===== config.mk =====
export PLATFORM = sky130hd
export DESIGN_NAME = spi_slave_rx
export DESIGN_NICKNAME = d
export VERILOG_FILES = /design/src/rtl/spi_slave_rx.sv
export SDC_FILE = /design/constraint.sdc
export NUM_CORES = 1
export LEC_CHECK = 0
export CAP_MARGIN = 25
export CORE_ASPECT_RATIO = 1.25
export CORE_MARGIN = 1.5
export CORE_UTILIZATION = 49
export CTS_CLUSTER_DIAMETER = 150
export DETAILED_ROUTE_END_ITERATION = 8
export GPL_ROUTABILITY_DRIVEN = 0
export MAX_ROUTING_LAYER = met4
export PLACE_DENSITY = 0.74
export SETUP_SLACK_MARGIN = 0.2
export SLEW_MARGIN = 20
export SYNTH_ARGS = -nofsm -noshare
export SYNTH_HDL_FRONTEND = slang
export SYNTH_SLANG_ARGS = --single-unit

===== constraint.sdc =====
create_clock -name clk -period 1.85 [get_ports clk]
set_clock_uncertainty 0.1 [all_clocks]
set_input_delay 0.2775 -clock clk [delete_from_list [all_inputs] [get_ports clk]]
set_output_delay 0.2775 -clock clk [all_outputs]
set_load 0.01 [all_outputs]

===== src/rtl/spi_slave_rx.sv =====
// SPI receive front-end: oversamples sclk/cs_n/mosi in the clk domain,
// assembles BITS-bit words and offers them on a valid/ready interface
// with single-cycle overrun and frame-error pulses.
module spi_slave_rx #(
   parameter int BITS      = 12,
   parameter bit LSB_FIRST = 1'b1
) (
   input  logic            clk,
   input  logic            rst_n,
   input  logic            sclk,
   input  logic            cs_n,
   input  logic            mosi,
   output logic [BITS-1:0] dout,
   output logic            dout_valid,
   input  logic            dout_ready,
   output logic            overrun,
   output logic            frame_err
);

   localparam int CW = $clog2(BITS + 1);

   typedef enum logic [1:0] {IDLE, SHIFT, DRAIN} state_t;

   // synchronizer chain; *_d_q is the extra delay stage used for edge detect
   logic sclk_s1_q, sclk_s_q, sclk_d_q;
   logic cs_s1_q, cs_s_q, cs_d_q;
   logic mosi_s1_q, mosi_s_q;

   logic rise;
   logic cs_rise;

   state_t          state_q, state_d;
   logic [CW-1:0]   cnt_q, cnt_d;
   logic [BITS-1:0] shift_q, shift_d;
   logic [BITS-1:0] dout_q, dout_d;
   logic            dout_valid_q, dout_valid_d;
   logic            overrun_q, overrun_d;
   logic            frame_err_q, frame_err_d;
   logic [BITS-1:0] word_nxt;
   logic            complete;

   assign rise    = sclk_s_q & ~sclk_d_q;
   assign cs_rise = cs_s_q & ~cs_d_q;

   // Two-flop synchronizers plus delay stage; idle-bus values on reset
   always_ff @(posedge clk or negedge rst_n) begin
      if (!rst_n) begin
         sclk_s1_q <= 1'b0;
         sclk_s_q  <= 1'b0;
         sclk_d_q  <= 1'b0;
         cs_s1_q   <= 1'b1;
         cs_s_q    <= 1'b1;
         cs_d_q    <= 1'b1;
         mosi_s1_q <= 1'b0;
         mosi_s_q  <= 1'b0;
      end else begin
         sclk_s1_q <= sclk;
         sclk_s_q  <= sclk_s1_q;
         sclk_d_q  <= sclk_s_q;
         cs_s1_q   <= cs_n;
         cs_s_q    <= cs_s1_q;
         cs_d_q    <= cs_s_q;
         mosi_s1_q <= mosi;
         mosi_s_q  <= mosi_s1_q;
      end
   end

   // Shift register contents with the current sampled bit merged in
   always_comb begin
      word_nxt = shift_q;
      if (LSB_FIRST) begin
         for (int i = 0; i < BITS; i++) begin
            if (cnt_q == CW'(i)) word_nxt[i] = mosi_s_q;
         end
      end else begin
         word_nxt = {shift_q[BITS-2:0], mosi_s_q};
      end
   end

   // Frame FSM, word completion and output-buffer handshake
   always_comb begin
      state_d      = state_q;
      cnt_d        = cnt_q;
      shift_d      = shift_q;
      dout_d       = dout_q;
      dout_valid_d = dout_valid_q & ~dout_ready;
      overrun_d    = 1'b0;
      frame_err_d  = 1'b0;
      complete     = 1'b0;
      case (state_q)
         IDLE: begin
            cnt_d   = '0;
            shift_d = '0;
            if (!cs_s_q) state_d = SHIFT;
         end
         SHIFT: begin
            // chip-select release takes priority over a coincident sclk rise
            if (cs_rise) begin
               frame_err_d = (cnt_q != '0);
               cnt_d       = '0;
               shift_d     = '0;
               state_d     = IDLE;
            end else if (rise) begin
               if (cnt_q == CW'(BITS - 1)) begin
                  complete = 1'b1;
                  cnt_d    = '0;
                  shift_d  = '0;
                  state_d  = DRAIN;
               end else begin
                  shift_d = word_nxt;
                  cnt_d   = cnt_q + CW'(1);
               end
            end
         end
         DRAIN: begin
            // trailing sclk edges after a full word are ignored
            if (cs_rise) state_d = IDLE;
         end
         default: state_d = IDLE;
      endcase
      if (complete) begin
         if (!dout_valid_q || dout_ready) begin
            dout_d       = word_nxt;
            dout_valid_d = 1'b1;
         end else begin
            overrun_d = 1'b1;
         end
      end
   end

   // State, datapath and registered outputs
   always_ff @(posedge clk or negedge rst_n) begin
      if (!rst_n) begin
         state_q      <= IDLE;
         cnt_q        <= '0;
         shift_q      <= '0;
         dout_q       <= '0;
         dout_valid_q <= 1'b0;
         overrun_q    <= 1'b0;
         frame_err_q  <= 1'b0;
      end else begin
         state_q      <= state_d;
         cnt_q        <= cnt_d;
         shift_q      <= shift_d;
         dout_q       <= dout_d;
         dout_valid_q <= dout_valid_d;
         overrun_q    <= overrun_d;
         frame_err_q  <= frame_err_d;
      end
   end

   assign dout       = dout_q;
   assign dout_valid = dout_valid_q;
   assign overrun    = overrun_q;
   assign frame_err  = frame_err_q;

endmodule


==> results_dict.tcl <==
set metrics [dict create \
    yosysWarningCount 0 \
    clkSlewWorstSetupHoldPaths_ns 0.08 \
    worst_pin_slew_ns 0.4886 \
    p_total_mw 2.130 \
    rsz0062_at_grt "true" \
    final_util 0.6713 \
    setup-violations-final 0 \
    overflow 0 \
    drt_pass1_iterations 4 \
    crit_type "register to register" \
    netlist_area_sq_mm 0.001799 \
    grt-busiest-layer "met2" \
    wire_per_inst_microns 15.08 \
    synthCells 157 \
    yosysSeqAreaShare 0.5723 \
    crit_path_max_incr_delay_ns 0.41 \
    path_buf_inv 1 \
    cp-end-kind "register" \
    dpl_cell_area_sq_mm 0.002077 \
    fillers 272 \
    antenna_left 0 \
    initialDrtViolationCount 13 \
    timing.setup.tns_ns 0 \
    antenna_found_initial 0 \
    met3_usage 0.04022 \
    first_global_vias 1310 \
    yosys-top-cells-area "dfrtp_1 (53%), mux2i_1 (10%), nand2_1 (5.6%), dfstp_2 (4.4%), ha_1 (3.5%)" \
    synth_top_area_cell "dfrtp_1" \
    startpoint_type "register" \
    drcViolationCount 0 \
    fin_cells 237 \
    use_met1 0.2476 \
    cts-htree-levels 2 \
    core_sq_mm 0.003513 \
    drv_cap 0 \
    cp_cell_sequence "nor2b_1 -> buf_4 -> nand2_1 -> mux2_1 -> mux2_4" \
    fin_nets 209 \
    grt_pass1_wl_mm 6.003 \
    setup_ws_ns 0.2368 \
    power_density_mw_per_mm2 903.2 \
    fmax_ghz 0.6199 \
    cp.required_ns 1.92 \
    ys_seq_elements 41 \
    slew-limit-headroom 0.6743 \
    synth.distinct_cells 28 \
    viasPerCell 5.342 \
    synth_common_cells "dfrtp_1 (38), nand2_1 (27), mux2i_1 (18)" \
    synth_edf_count 0 \
    hold_slack_ns 0.2537 \
    critical_path.slowest_cell "dfrtp_1" \
    dp_hpwl_mm 2.375 \
    avgSynthCellArea_sq_um 11.46 \
    cts_tree "done" \
    met2_usage 0.3116 \
    root_buffer "clkbuf_8" \
    async_flop_share 1.000 \
    crit_family "multiplexers" \
    synth_fp_nets 168 \
    die_h_microns 70.75 \
    grtUsageTotal 0.1991 \
    final_layout_size_suffix_gt1_frac 0.2475 \
    crit_fanout 6 \
    hold_viol 0 \
    cts_buffers 5 \
    top_level_ports 21 \
    hold_path_class "register to register" \
    fin_crit_sh 0.8720 \
    fin_area_sq_mm 0.002359 \
    dieArea_sq_mm 0.004047 \
    p_leak_nw 1.188 \
    synth_most_common_cell "dfrtp_1" \
    grt_max_degree 23 \
    vdd_drop_max_v 0.0006957 \
    vias 1266 \
    dp_cells 217 \
    clockBufferDepth 2 \
    die_w_microns 57.20 \
    port_buffers 20 \
    worst_ep_arrival_time_ns 1.68 \
    fin_crit_ns 1.613 \
    start_util 0.5121 \
    rows 24 \
    synth_top_area_frac 0.5285 \
    synth_ff_type "dfrtp_1" \
    antenna_cells 0 \
    pre_cts_slack_ns 0.06149 \
    area_growth_syn_to_layout_pct 31.08 \
    status "finished clean" \
    clk_latency_ns 0.29 \
    cts.sinks 41 \
    slew_viol_final 0 \
    routed_wl_mm 3.574 \
]
-- cell usage in the layout, fill, tap and decap left out, drive strengths merged, types with 2 or more instances in the layout --
cell type / count
dfrtp: 38
nand2: 27
clkdlybuf4s50: 19
mux2i: 18
buf: 18
o21ai: 12
inv: 11
mux2: 6
clkbuf: 5
nand2b: 5
ha: 5
nand3: 4
a32o: 4
nor2: 4
a21oi: 3
dfstp: 3
nor2b: 3
a31o: 2
-- power by group --
part           internal (mW)  switching [mW]  leakage (nW)
Sequential             0.941          0.0504         0.498
Clock                  0.392           0.288        0.0540
Combinational          0.218           0.241         0.636
Total                   1.55           0.579          1.19
-- sequential cells by signal (all words and copies together), names as in the netlist, 2 cells and up --
| signal | count |
|---|---|
| shift_q | 12 |
| cnt_q | 4 |
| dout | 12 |
| state_q | 2 |
-- repair_timing --
| action | CTS | global route |
|---|---|---|
| buffers inserted | 7 | 5 |
| hold endpoints to repair | 18 | 0 |
| pin swaps | 1 | 1 |
| setup endpoints to repair | 15 | 25 |
| resized for setup | 3 | 18 |
| hold buffers | 1 | 0 |
-- final timing paths --
path                                            from              endpoint  slack (ns)  cells past startpoint
worst max-delay path            cnt_q[3]$_DFFE_PN0P_  dout[10]$_DFFE_PN0P_        0.24                      5
worst min-delay path             sclk_s1_q$_DFF_PN0_    sclk_s_q$_DFF_PN0_        0.25                      0
worst max register to register  cnt_q[3]$_DFFE_PN0P_  dout[10]$_DFFE_PN0P_        0.24                      5
worst min register to register   sclk_s1_q$_DFF_PN0_    sclk_s_q$_DFF_PN0_        0.25                      0
max in group asynchronous                      rst_n      cs_s_q$_DFF_PN1_        0.72                      3
min in group asynchronous                      rst_n   frame_err$_DFF_PN0_        0.38                      2
-- final cells by class --
class                      instances  area (sq um)  share of cell area
clock inverter                     2         35.03             0.01485
tap                               39         48.80             0.02069
clock buffer                       5         68.82             0.02918
inverter                          11         43.79             0.01857
multi-input combinational        101         778.2              0.3300
sequential                        41          1031              0.4371
timing repair buffer              38         352.8              0.1496
-- cell families (layout without fill, tap and decap cells) --
group	after synthesis	count (layout)	synth area share
AOI/OAI and AO/OA	24	24	0.08624
DFF	41	41	0.5723
muxes	24	24	0.1398
buffers and inverters	15	56	0.03616
adders and majority gates	5	5	0.03477
and+or+nand+nor	48	48	0.1307
-- routing by layer --
metal | vias up | routed length, microns
met1 | 618 | 1624
met2 | 33 | 1777
met3 | 7 | 109
li1 | 608 | -
met5 | - | 0
met4 | 0 | 63
No activity file was read; power rests on OpenSTA's default activity.
==> variant: new RTL, config.mk and constraints unchanged <==
Remove the register `overrun_q`: a continuous assignment takes its place, so the output `overrun` follows one clock earlier.
--- a/src/rtl/spi_slave_rx.sv
+++ b/src/rtl/spi_slave_rx.sv
@@ -136,7 +136,6 @@
          shift_q      <= '0;
          dout_q       <= '0;
          dout_valid_q <= 1'b0;
-         overrun_q    <= 1'b0;
          frame_err_q  <= 1'b0;
       end else begin
          state_q      <= state_d;
@@ -144,10 +143,11 @@
          shift_q      <= shift_d;
          dout_q       <= dout_d;
          dout_valid_q <= dout_valid_d;
-         overrun_q    <= overrun_d;
          frame_err_q  <= frame_err_d;
       end
    end
+
+   assign overrun_q = overrun_d;
 
    assign dout       = dout_q;
    assign dout_valid = dout_valid_q;
Behaviour: no difference found for any inputs over 10 cycles, from zero or initial values and one cycle with rst_n low; that may be too few to reach the edited logic, so the function may still have changed.
==> variant against the original RTL <==
Register-to-register slack worse by 0.11 ns. Cell area rose by 0.95%. Power decreased by 4.4%. Sequential share of layout area decreased by 1.5 points. Synthesized cell count is 0.64% lower. Setup slack got worse by 0.13 ns. Sequential cell count shrank 1. Largest cell class unchanged. Synthesized area shrank 1.4%. Global-route usage is 0.64 points higher. Routed wire length increased by 2.8%.
==> variant: results (changes against the original RTL) <==
Parameter                              Value

Cells and area
  Plain + repair buffers    42 (+11%)
  Post-route core utilization    0.6835 (+0.01225)
  Non-Filler Instances    241 (+1.7%)
  # nets final    212 (+1.4%)
  Multi-input logic portion of the cell area    0.3363 (+0.006338)
  Non-Clock Buffer Area Fraction    0.1655 (+0.01593)
  Layout cell share with drive strength beyond 1    0.2822 (+0.03470)
  Filler cell count    253 (-7.0%)
  Final-layout clock-cell area share    0.03784 (-0.006197)
  Register fraction of the total cell area    0.4225 (-0.01465)
  Number of clock buffers in the layout    8 (+3)

Placement
  Post-placement setup slack    -0.03486 ns (-0.09634 ns)
  DP HPWL    2410 um (+1.5%)
  # placed instances    223 (+2.8%)
  Placement Cell Area    2117 um^2 (+1.9%)

Power
  Switching Fraction    0.2869 (+0.01502)
  Psw    0.5840 mW (+0.83%)
  Maximum vdd ir drop    657.2 uV (-5.5%)
  Leakage power    1.198 nW (+0.88%)
  Sequential fraction of design power    0.478 (+0.012)
  Power drawn by the combinational cells    0.477 mW (+4%)

Yosys
  Number of synthesized register bits    40 (-2.4%)
  Most area-consuming cells after synthesis    dfrtp_1 (52%), mux2i_1 (10%), nand2_1 (5.7%)
  Sequential area share after synthesis    0.5663 (-0.006032)
  Top cell types by occurrence after synthesis    dfrtp_1 (37), nand2_1 (27), mux2i_1 (18)
  Nets in the synthesized netlist    167 (-0.60%)
  Cells after synthesis    156 (-0.64%)
  Number of synthesis warnings    0 (unchanged)

Global route
  Wire length of the first global-routing pass    6120 um (+1.9%)
  Vias in the first global route    1313 (+0.23%)
  Total global routing track utilization    0.2054 (+0.006371)
  Pin count of the biggest net entering global routing    22 (-4.3%)
  Initial antenna violation count    0 (unchanged)

Route
  Detailed-routing iteration count for the pre-antenna-repair pass    4 (unchanged)
  Avg Vias per Cell    5.432 (+1.7%)
  First DRT Iteration DRCs    52 (+39)
  Detail-routed net length per standard cell    15.24 um (+1.1%)

STA
  Count of pins over their slew limit    0 (unchanged)
  Measured slew at the worst slew-check pin    0.4739 ns (-0.01467 ns)

Clock tree
  Insertion delay to the later sink of the worst-skew pair    0.29 ns (about the same)
  H-tree level count    2 (unchanged)
  Post-CTS clock slew at the launch and capture registers of the worst setup and hold paths    0.07 ns
  Number of buffers added by the clock tree synthesis step    5 (unchanged)
  CTS tree    yes

Critical path
  Arrival time worst endpoint    1.37 ns (-0.31 ns)
  Maximum net fanout on the critical path    2 (-4)

Min path
  Classification of the worst-slack hold path    reg2reg

Run status
  Outcome    completed

Die
  Die width    56.82 um (-0.66%)
==> variant: cell count changes after synthesis, sizes merged <==
cell	change
dfrtp	-1
==> variant: layer usage <==
| layer | up-vias | global-route usage | routed length (um) |
|---|---|---|---|
| met2 | 26 | 0.3269 | 1886 |
| li1 | 618 | - | - |
| met3 | 9 | 0.05370 | 145 |
| met4 | 0 | 0.07235 | 69 |
| met5 | - | - | 0 |
| met1 | 656 | 0.2543 | 1572 |
==> variant: final timing paths <==
kind / start / slack (ns) / endpoint / cells after the start
max: cs_d_q / 0.10 / overrun / 5
min: sclk_s1_q / 0.25 / sclk_s_q / 0
max reg2reg: cs_s_q / 0.13 / dout[9] / 6
min reg2reg: sclk_s1_q / 0.25 / sclk_s_q / 0
max in group asynchronous: rst_n / 0.73 / cs_s_q / 3
min in group asynchronous: rst_n / 0.38 / shift_q[7] / 2
==> variant: cell families after synthesis <==
logic type / count (synthesis) / synth area share
AO/OA/AOI/OAI: 24 / 0.08745
adder cells (fa/ha/maj): 5 / 0.03526
flip-flops: 40 / 0.5663
AND/OR/NAND/NOR: 48 / 0.1326
multiplexers: 24 / 0.1417
buffers and inverters: 15 / 0.03667
==> variant: what timing repair did <==
| action | CTS | global route |
|---|---|---|
| setup endpoints to repair | 17 | 27 |
| hold buffers | 1 | 0 |
| buffers inserted | 1 | 8 |
| resized for setup | 16 | 14 |
| hold endpoints to repair | 18 | 0 |
| pin swaps | 2 | 2 |
==> variant: worst max-delay path, cell delays in order (launching register included) <==
cell	delay, ns
dfstp_2	0.54
nor2b_2	0.05
nor3_4	0.19
nand3_2	0.09
nor2_1	0.08
buf_2	0.13
